==> src/rtl/pwm_multi_pipelined_pkg.sv <==
// Shared types and constants for the multi-channel pipelined PWM.
// cfg_t is sized for the default width/channel count.
package pwm_multi_pkg;

  localparam int W_DEF    = 64;
  localparam int N_DEF    = 4;
  localparam int PIPE_LAT = 2;

  typedef enum logic {
    EDGE   = 1'b0,
    CENTER = 1'b1
  } pwm_mode_e;

  typedef struct packed {
    logic [W_DEF-1:0]            period;
    logic [N_DEF-1:0][W_DEF-1:0] duty;
    pwm_mode_e                   center;
  } cfg_t;

endpackage

==> src/rtl/pwm_multi_pipelined_if.sv <==
// Control/config/output bundle between the register block, the PWM core
// and the pad stage.
interface pwm_multi_pipelined_if #(
  parameter int W = 64,
  parameter int N = 4
);
  logic           en;
  logic           cfg_valid;
  logic           cfg_ready;
  logic [W-1:0]   cfg_period;
  logic [N*W-1:0] cfg_duty;
  logic           cfg_center;
  logic [N-1:0]   pwm_out;
  logic           period_start;

  modport master (
    output en, cfg_valid, cfg_period, cfg_duty, cfg_center,
    input  cfg_ready, pwm_out, period_start
  );

  modport slave (
    input  en, cfg_valid, cfg_period, cfg_duty, cfg_center,
    output cfg_ready, pwm_out, period_start
  );
endinterface

==> src/rtl/pwm_multi_pipelined_period_counter.sv <==
// Shared period counter: edge (sawtooth) or center (triangle) counting.
// wrap flags the edge on which the counter returns to 0, including idle cycles.
module pwm_period_counter
  import pwm_multi_pkg::*;
#(
  parameter int W = 64
) (
  input  logic         clk,
  input  logic         rst_n,
  input  logic         en,
  input  logic [W-1:0] period,
  input  pwm_mode_e    mode,
  output logic [W-1:0] count,
  output logic         wrap
);
  localparam logic [W-1:0] ONE = W'(1);

  logic [W-1:0] count_reg, count_next;
  logic         dir_down_reg, dir_down_next;

  always_comb begin
    count_next    = '0;
    dir_down_next = 1'b0;
    if (en && (period != '0)) begin
      if (mode == EDGE) begin
        if (count_reg < (period - ONE)) begin
          count_next = count_reg + ONE;
        end
      end else if (!dir_down_reg && (count_reg < period)) begin
        count_next = count_reg + ONE;
      end else if (count_reg > ONE) begin
        // Turning at the peak or descending; reaching 0 restarts upward.
        count_next    = count_reg - ONE;
        dir_down_next = 1'b1;
      end
    end
  end

  always_ff @(posedge clk or negedge rst_n) begin
    if (!rst_n) begin
      count_reg    <= '0;
      dir_down_reg <= 1'b0;
    end else begin
      count_reg    <= count_next;
      dir_down_reg <= dir_down_next;
    end
  end

  assign count = count_reg;
  assign wrap  = (count_next == '0);

endmodule

==> src/rtl/pwm_multi_pipelined.sv <==
// N-channel PWM: one shared counter, shadowed config applied only at period
// boundaries, and a 2-stage compare pipeline feeding the outputs.
module pwm_multi_pipelined
  import pwm_multi_pkg::*;
#(
  parameter int W = 64,
  parameter int N = 4
) (
  input  logic                clk,
  input  logic                rst_n,
  pwm_multi_pipelined_if.slave bus
);
  logic [W-1:0] count;
  logic         wrap;
  logic         accept;
  logic         apply;
  logic         run;

  logic         pend_valid_reg;
  logic [W-1:0] pend_period_reg;
  pwm_mode_e    pend_mode_reg;
  logic [W-1:0] pend_duty_reg [N];

  logic [W-1:0] act_period_reg;
  pwm_mode_e    act_mode_reg;
  logic [W-1:0] act_duty_reg [N];

  logic         s1_valid_reg;
  logic         s1_start_reg;
  logic [W-1:0] s1_count_reg;
  logic [W-1:0] s1_duty_reg [N];

  logic         pwm_reg [N];
  logic         start_reg;

  // Accept and apply are exclusive: apply needs a pending entry, accept an empty slot.
  assign accept = bus.cfg_valid && !pend_valid_reg;
  assign apply  = pend_valid_reg && wrap;
  assign run    = bus.en && (act_period_reg != '0);

  assign bus.cfg_ready    = !pend_valid_reg;
  assign bus.period_start = start_reg;

  pwm_period_counter #(.W(W)) u_counter (
    .clk    (clk),
    .rst_n  (rst_n),
    .en     (bus.en),
    .period (act_period_reg),
    .mode   (act_mode_reg),
    .count  (count),
    .wrap   (wrap)
  );

  always_ff @(posedge clk or negedge rst_n) begin
    if (!rst_n) begin
      pend_valid_reg  <= 1'b0;
      pend_period_reg <= '0;
      pend_mode_reg   <= EDGE;
      act_period_reg  <= '0;
      act_mode_reg    <= EDGE;
      s1_valid_reg    <= 1'b0;
      s1_start_reg    <= 1'b0;
      s1_count_reg    <= '0;
      start_reg       <= 1'b0;
    end else begin
      if (accept) begin
        pend_valid_reg  <= 1'b1;
        pend_period_reg <= bus.cfg_period;
        pend_mode_reg   <= pwm_mode_e'(bus.cfg_center);
      end else if (apply) begin
        pend_valid_reg  <= 1'b0;
      end
      if (apply) begin
        act_period_reg <= pend_period_reg;
        act_mode_reg   <= pend_mode_reg;
      end
      // Counter and active duties move together, so each period sees one config.
      s1_valid_reg <= run;
      s1_start_reg <= run && (count == '0);
      s1_count_reg <= count;
      start_reg    <= s1_start_reg;
    end
  end

  genvar gi;
  generate
    for (gi = 0; gi < N; gi++) begin : g_chan
      always_ff @(posedge clk or negedge rst_n) begin
        if (!rst_n) begin
          pend_duty_reg[gi] <= '0;
          act_duty_reg[gi]  <= '0;
          s1_duty_reg[gi]   <= '0;
          pwm_reg[gi]       <= 1'b0;
        end else begin
          if (accept) begin
            pend_duty_reg[gi] <= bus.cfg_duty[gi*W +: W];
          end
          if (apply) begin
            act_duty_reg[gi] <= pend_duty_reg[gi];
          end
          s1_duty_reg[gi] <= act_duty_reg[gi];
          pwm_reg[gi]     <= s1_valid_reg && (s1_count_reg < s1_duty_reg[gi]);
        end
      end
      assign bus.pwm_out[gi] = pwm_reg[gi];
    end
  endgenerate

endmodule

==> src/flat_wrapper.sv <==
// flat-port wrapper written by rule: the top's interface ports become plain ports
module pwm_multi_pipelined_flat import pwm_multi_pkg::*;
#(
  parameter int W = 64,
  parameter int N = 4
)
  (clk, rst_n, bus_en, bus_cfg_valid, bus_cfg_period, bus_cfg_duty, bus_cfg_center, bus_cfg_ready, bus_pwm_out, bus_period_start);
  pwm_multi_pipelined_if #(.W(W), .N(N)) bus_i ();
  input  logic clk;
  input  logic rst_n;
  input wire logic [$bits(bus_i.en)-1:0] bus_en;
  input wire logic [$bits(bus_i.cfg_valid)-1:0] bus_cfg_valid;
  input wire logic [$bits(bus_i.cfg_period)-1:0] bus_cfg_period;
  input wire logic [$bits(bus_i.cfg_duty)-1:0] bus_cfg_duty;
  input wire logic [$bits(bus_i.cfg_center)-1:0] bus_cfg_center;
  output wire logic [$bits(bus_i.cfg_ready)-1:0] bus_cfg_ready;
  output wire logic [$bits(bus_i.pwm_out)-1:0] bus_pwm_out;
  output wire logic [$bits(bus_i.period_start)-1:0] bus_period_start;
  assign bus_i.en = bus_en;
  assign bus_i.cfg_valid = bus_cfg_valid;
  assign bus_i.cfg_period = bus_cfg_period;
  assign bus_i.cfg_duty = bus_cfg_duty;
  assign bus_i.cfg_center = bus_cfg_center;
  assign bus_cfg_ready = bus_i.cfg_ready;
  assign bus_pwm_out = bus_i.pwm_out;
  assign bus_period_start = bus_i.period_start;
  pwm_multi_pipelined #(.W(W), .N(N)) u_core (.clk(clk), .rst_n(rst_n), .bus(bus_i));
endmodule
==> config.mk <==
export PLATFORM = sky130hd
export DESIGN_NAME = pwm_multi_pipelined_flat
export DESIGN_NICKNAME = d
export VERILOG_FILES = /design/src/rtl/pwm_multi_pipelined_pkg.sv /design/src/rtl/pwm_multi_pipelined_if.sv /design/src/rtl/pwm_multi_pipelined_period_counter.sv /design/src/rtl/pwm_multi_pipelined.sv /design/src/flat_wrapper.sv
export SDC_FILE = /design/constraint.sdc
export NUM_CORES = 2
export LEC_CHECK = 0
export ABC_AREA = 1
export CAP_MARGIN = 10
export CORE_MARGIN = 8
export CORE_UTILIZATION = 24
export CTS_BUF_LIST = sky130_fd_sc_hd__clkbuf_4 sky130_fd_sc_hd__clkbuf_8
export CTS_CLUSTER_DIAMETER = 60
export DETAILED_ROUTE_END_ITERATION = 12
export SKIP_CTS_REPAIR_TIMING = 1
export SLEW_MARGIN = 30
export SYNTH_ARGS = -nofsm -noshare
export SYNTH_HDL_FRONTEND = slang
export SYNTH_HIERARCHICAL = 1
export SYNTH_SLANG_ARGS = --single-unit
==> constraint.sdc <==
create_clock -name clk -period 5 [get_ports clk]
set_input_delay 0.75 -clock clk [delete_from_list [all_inputs] [get_ports clk]]
set_output_delay 0.75 -clock clk [all_outputs]
set_load 0.01 [all_outputs]
Word level (Yosys, flattened, before mapping)
Index checks and enable logic that the tools add are counted.

storage, ports and cells
  flip-flop bits (word level) = 1,035
  bits of input ports = 325
  word-level logic and storage cells = 63

operators by class
  add/subtract/negate cells = 3
  magnitude comparators = 7
  muxes and demuxes = 11
  reductions and logical operators = 15

operator list
  kind                     count
  $lt A64 B64 Y1           6
  $mux W64                 5
  $logic_not A64 Y1        2
  $sub A64 B1 Y64 const B  2
  $add A64 B1 Y64 const B  1
  $gt A64 B1 Y1 const B    1
  $reduce_bool A64 Y1      1
  $logic_and A1 B1 Y1      9
  $mux W1                  6
  $logic_not A1 Y1         2
  $reduce_bool A2 Y1       1

Logic depth before layout (Yosys ltp)
  word-level depth = 9
  depth in mapped cells = 41
  depth with buffers taken out = 37

By module
The synthesis kept the hierarchy.

by module, submodules not included
  module               times used  cells an instance  area an instance (sq um)  seq. area each (sq um)
  pwm_multi_pipelined  1           3,820              38,832.2                  24,273.3
  pwm_period_counter   1           2,166              12,703.4                  1,626.6

Worst setup path before layout
Ideal clock, no wire load.

  path type = reg-to-reg
  from = reg u_core.act_period_reg[0]
  to = reg u_core/act_duty_reg[100] (netlist bit)
  library setup time = 0.130 ns
  arrival = 4.806 ns
  required time = 4.870 ns
  path slack = 0.064 ns
  stages on the path, launching flop included = 40
  buffers on the path = 3
  period minus slack after synthesis = 4.936 ns
  path through = dfrtp_1 -> inv_1 -> ha_1 -> nand2_2 -> inv_2 -> nand2_4 -> nor2_4 -> nand2_2 -> nor3_4 -> nand3_2 -> nor2_4 -> nand4_4 -> nor2_4 -> nand2_2 -> nor2_4 -> nand3_2 -> nor2_1 -> xor2_1 -> [... 4 more ...] -> nand2_1 -> a21oi_1 -> nand2_1 -> a21oi_1 -> nand2_2 -> a21oi_1 -> buf_2 -> nand3_1 -> nand2_1 -> nor2_1 -> nand2_1 -> nor2_1 -> nand2_1 -> nor2_1 -> nand2_1 -> clkbuf_1 -> clkbuf_1 -> o21ai_0

between the ends
  word-level cells in the longest chain between the ends = 7

RTL lines
  item                                                   RTL line                                                                            RTL
  from (decl)                                            pwm_multi_pipelined.sv:24                                                           logic [W-1:0] act_period_reg;
  from (signal assigned)                                 pwm_multi_pipelined.sv:74                                                           act_period_reg <= pend_period_reg;
  $sub A64 B1 Y64 or $lt A64 B64 Y1 (tied branches)      pwm_multi_pipelined_period_counter.sv:26, pwm_multi_pipelined_period_counter.sv:29
  $lt A64 B64 Y1 or $logic_and A1 B1 Y1 (tied branches)  pwm_multi_pipelined_period_counter.sv:26, pwm_multi_pipelined_period_counter.sv:29
  $mux W64 (on tied branches)                            pwm_multi_pipelined_period_counter.sv:26, pwm_multi_pipelined_period_counter.sv:29
  $mux W64                                               pwm_multi_pipelined_period_counter.sv:25                                            if (mode == EDGE) begin
  $mux W64 *                                             pwm_multi_pipelined_period_counter.sv:24                                            if (en && (period != '0)) begin
  $logic_not A64 Y1 *                                    pwm_multi_pipelined_period_counter.sv:50                                            assign wrap = (count_next == '0);
  net u_core.wrap                                        pwm_multi_pipelined.sv:14                                                           logic wrap;
  $logic_and A1 B1 Y1 *                                  pwm_multi_pipelined.sv:38                                                           assign apply = pend_valid_reg && wrap;
  to (signal, indexed assignment)                        pwm_multi_pipelined.sv:99                                                           act_duty_reg[gi] <= pend_duty_reg[gi];
  to (decl)                                              pwm_multi_pipelined.sv:26                                                           logic [W-1:0] act_duty_reg [N];

Mark *: on every way through the listed nets, which the timed path passes. The rest lies on a longest branch.
A chain may end at the register's enable or synchronous reset.

Final worst setup path
  from = reg u_core.act_period_reg[1]
  to = reg u_core/act_duty_reg[173] (netlist bit)

Same word-level chain as after synthesis.

==> qor.json <==
{
  "outcome": {"value": "finished with violations"},
  "violations_in_the_final_reports": {"value": "negative setup slack"},
  "grt_pass1_vias": {"value": 42900},
  "ctsRootBufferMaster": {"value": "sky130_fd_sc_hd__clkbuf_8"},
  "crit_path_start": {"value": "u_core/act_period_reg[1]"},
  "worst_path_arrival": {"value": 6.58, "unit": "ns"},
  "cp_slowest_cell": {"value": "sky130_fd_sc_hd__dfrtp_1"},
  "final.setup_skew": {"value": 0.0947, "unit": "ns"},
  "finish.net_count": {"value": 7371},
  "dp_cells": {"value": 9266},
  "final_weighted_congestion_in_routability_driven_placement": {"value": 0.927},
  "num-fill-cells": {"value": 22700},
  "synth_enable_flop_cells": {"value": 0},
  "maximum_number_of_pins_on_one_net_before_global_route_repair": {"value": 123},
  "die_w": {"value": 479, "unit": "um"},
  "drive_gt1_share": {"value": 12.8, "unit": "%"},
  "detail_route.vias_per_cell": {"value": 4.40},
  "max_clock_freq": {"value": 172, "unit": "MHz"},
  "synth-warning-count": {"value": 6},
  "synth.net_count": {"value": 6694},
  "drt.antenna.violating_nets": {"value": 0},
  "core-area": {"value": 214000, "unit": "um^2"},
  "critical_path_required": {"value": 5.75, "unit": "ns"},
  "first_pass_grt_wire_length": {"value": 262000, "unit": "um"},
  "grt_setup_unrepaired": {"value": "yes"},
  "setup_viol": {"value": 322},
  "worstRegToRegCells": {"value": 43},
  "peakVddDrop": {"value": 0.209, "unit": "mV"},
  "place_hpwl": {"value": 135000, "unit": "um"},
  "grt-ovfl-total": {"value": 0},
  "cts_made_buffers": {"value": 172},
  "maxCapViolCount": {"value": 0},
  "rows": {"value": 170},
  "initial_core_util": {"value": 24.1, "unit": "%"},
  "synthDistinctLibCells": {"value": 48},
  "period_share": {"value": 117, "unit": "%"},
  "drt_pass1_iterations": {"value": 5},
  "end_kind": {"value": "flop"},
  "ys_seq_elements": {"value": 1035},
  "critical_path.startpoint_type": {"value": "flop"},
  "numClockSinks": {"value": 1035},
  "post_synth_instance_area": {"value": 51500, "unit": "um^2"},
  "ioPinCount": {"value": 331},
  "reg2reg_setup_slack": {"value": -0.83, "unit": "ns"},
  "report.final.hold_viol_count": {"value": 0},
  "route.detailed.wl_per_inst": {"value": 18.8, "unit": "um"},
  "area_delta_synth_final": {"value": 26.4, "unit": "%"},
  "hold_depth": {"value": 0},
  "crit-reg2reg-capture": {"value": "u_core/act_duty_reg[173]"},
  "grtUsageTotal": {"value": 14.8, "unit": "%"},
  "num_vias": {"value": 42400},
  "die_height": {"value": 479, "unit": "um"},
  "clkSlewWorstSetupHoldPaths": {"value": 0.07, "unit": "ns"},
  "worst-setup-path-type": {"value": "flop to flop"},
  "clock_tree_from_tritoncts": {"value": "yes"},
  "setup_ws": {"value": -0.831, "unit": "ns"},
  "hold_path_startpoint": {"value": "u_core/act_duty_reg[140]"},
  "critPathMaxFanout": {"value": 25},
  "synthesized_netlist_cell_count": {"value": 5986},
  "async_flop_share": {"value": 100, "unit": "%"},
  "grt_antenna_before_repair": {"value": 22},
  "clk_latency": {"value": 0.93, "unit": "ns"},
  "whs_endpoint": {"value": "u_core/s1_duty_reg[140]"},
  "worst_slew_pin_slew": {"value": 1.01, "unit": "ns"},
  "cts-htree-levels": {"value": 4},
  "final-instance-count-excl-fill": {"value": 9637},
  "cts_max_path_buffers": {"value": 3},
  "initialDrtViolationCount": {"value": 2853},
  "maxSlewHeadroom": {"value": 33.0, "unit": "%"},
  "place_ws": {"value": -0.970, "unit": "ns"},
  "leakage": {"value": 33.2, "unit": "nW"},
  "finalCriticalPeriod": {"value": 5.83, "unit": "ns"},
  "route.detailed.drc": {"value": 0},
  "worstReg2RegStart": {"value": "u_core/act_period_reg[1]"},
  "power_density": {"value": 386, "unit": "nW/um^2"},
  "synth-main-ff-cell": {"value": "sky130_fd_sc_hd__dfrtp_1"},
  "worstHoldPathType": {"value": "flop to flop"},
  "portBuffers": {"value": 330},
  "layout.core_utilization": {"value": 30.4, "unit": "%"},
  "timing.final.max_slew_violations": {"value": 0},
  "timing.critical_path.slowest_cell_delay": {"value": 0.38, "unit": "ns"},
  "die_area": {"value": 230000, "unit": "um^2"},
  "postRouteWirelength": {"value": 181000, "unit": "um"},
  "synth_area_per_cell": {"value": 8.61, "unit": "um^2"},
  "synth_sequential_area_ratio": {"value": 50.3, "unit": "%"}
}
-- worst max-delay path by stage --
stage,endpoint,slack [ns],depth (start not counted)
floorplan,u_core/act_duty_reg[100],0.06,39
global placement,u_core/act_duty_reg[74],-0.94,41
detailed placement,u_core/act_duty_reg[84],-0.97,40
CTS,u_core/act_duty_reg[84],-1.03,40
global route,u_core/act_duty_reg[173],-1.18,40
finish,u_core/act_duty_reg[173],-0.83,43
-- logic make-up (layout without fill, tap and decap cells) --
| family | after synthesis | after routing | share of synthesized area, % |
|---|---|---|---|
| fa+ha+maj | 383 | 383 | 9.30 |
| buf+inv | 1143 | 1944 | 9.22 |
| other cells | 0 | 12 | 0 |
| flops | 1035 | 1035 | 50.3 |
| xor+xnor | 157 | 157 | 2.67 |
| compound gates | 946 | 946 | 9.31 |
| simple gates | 2322 | 2322 | 19.2 |
-- final cells by class --
type                       count  area, um^2  share of cell area (%)
timing repair buffer         718        7080                    10.9
clock inverter                49         520                   0.799
inverter                     928        3480                    5.35
sequential                  1035       25900                    39.8
multi-input combinational   3808       21400                    32.8
antenna                       12        30.0                  0.0461
clock buffer                 249        3180                    4.89
tap                         2838        3550                    5.45
-- power breakdown --
part           internal (W)  switching (W)
clock network       0.00451        0.00351
logic               0.00221        0.00367
registers            0.0103       0.000924
total                0.0170        0.00811
-- critical path, delay by kind of cell (launching register included) --
| kind | cells | cell delay [ns] |
|---|---|---|
| compound gates | 2 | 0.16 |
| xor+xnor | 1 | 0.09 |
| fa+ha+maj | 2 | 0.45 |
| buf+inv | 8 | 1.16 |
| flops | 1 | 0.38 |
| simple gates | 30 | 3.40 |
-- routing by layer --
metal / share of wire [%] / up-vias / track usage, %
met5: 0.039 / - / 0
met2: 48 / 1137 / 24.7
met1: 43 / 20500 / 18.9
li1: - / 20400 / -
met4: 3.4 / 14 / 5.41
met3: 5.5 / 303 / 3.11
-- metrics by stage --
stage | instance area [um^2] | setup TNS, ns | total power, W | hold WS [ns]
after floorplan | 51500 | 0 | 0.0146 | 0.331
after global placement | 59800 | -281.25 | 0.0169 | 0.348
after detailed placement | 59800 | -280.41 | 0.0171 | 0.358
after CTS | 63500 | -290.86 | 0.0253 | -0.253
after global routing | 65100 | -359.73 | 0.0268 | 0.348
final | 65100 | -245.75 | 0.0251 | 0.359
-- layout by cell type, fill, tap and decap left out, drive strengths merged, types with 4 or more instances in the layout --
cell type / count
bufinv: 8
clkbuf: 270
and3: 8
nand2: 1034
buf: 367
nor3: 89
a31oi: 4
nor4: 51
clkinv: 28
nand3b: 23
o21a: 9
xor2: 148
nand3: 249
nand4: 84
a21o: 5
inv: 933
dfrtp: 1035
xnor2: 9
a211oi: 4
nor2: 777
diode: 12
clkinvlp: 8
clkdlybuf4s50: 329
a21oi: 507
ha: 383
o21ai: 411
-- synth_stat cells, types with 3 or more instances --
| master | number | area [um^2] |
|---|---|---|
| sky130_fd_sc_hd__nand2_1 | 1017 | 3820 |
| sky130_fd_sc_hd__nor4_1 | 49 | 307 |
| sky130_fd_sc_hd__buf_4 | 7 | 52.6 |
| sky130_fd_sc_hd__nor2_1 | 746 | 2800 |
| sky130_fd_sc_hd__inv_2 | 13 | 48.8 |
| sky130_fd_sc_hd__and3_1 | 8 | 50.1 |
| sky130_fd_sc_hd__nand3_1 | 243 | 1220 |
| sky130_fd_sc_hd__clkbuf_2 | 9 | 45.0 |
| sky130_fd_sc_hd__clkbuf_1 | 53 | 199 |
| sky130_fd_sc_hd__buf_2 | 106 | 531 |
| sky130_fd_sc_hd__xor2_1 | 148 | 1300 |
| sky130_fd_sc_hd__a21oi_1 | 507 | 2540 |
| sky130_fd_sc_hd__inv_1 | 913 | 3430 |
| sky130_fd_sc_hd__nor3b_1 | 3 | 22.5 |
| sky130_fd_sc_hd__o21ai_1 | 17 | 85.1 |
| sky130_fd_sc_hd__nor2_4 | 11 | 124 |
| sky130_fd_sc_hd__a21o_1 | 5 | 37.5 |
| sky130_fd_sc_hd__a211oi_1 | 4 | 30.0 |
| sky130_fd_sc_hd__nor3_1 | 83 | 415 |
| sky130_fd_sc_hd__o21a_1 | 9 | 67.6 |
| sky130_fd_sc_hd__xnor2_1 | 9 | 78.8 |
| sky130_fd_sc_hd__nor2_2 | 19 | 119 |
| sky130_fd_sc_hd__nand4_1 | 82 | 513 |
| sky130_fd_sc_hd__nor3_2 | 4 | 40.0 |
| sky130_fd_sc_hd__ha_1 | 383 | 4790 |
| sky130_fd_sc_hd__dfrtp_1 | 1035 | 25900 |
| sky130_fd_sc_hd__o21ai_0 | 394 | 1970 |
| sky130_fd_sc_hd__a31oi_1 | 4 | 25.0 |
| sky130_fd_sc_hd__nand3_2 | 5 | 50.1 |
| sky130_fd_sc_hd__nand3b_1 | 23 | 173 |
| sky130_fd_sc_hd__nand2_2 | 15 | 93.8 |
| sky130_fd_sc_hd__buf_6 | 39 | 439 |
Power figures use the tool's default switching activity.
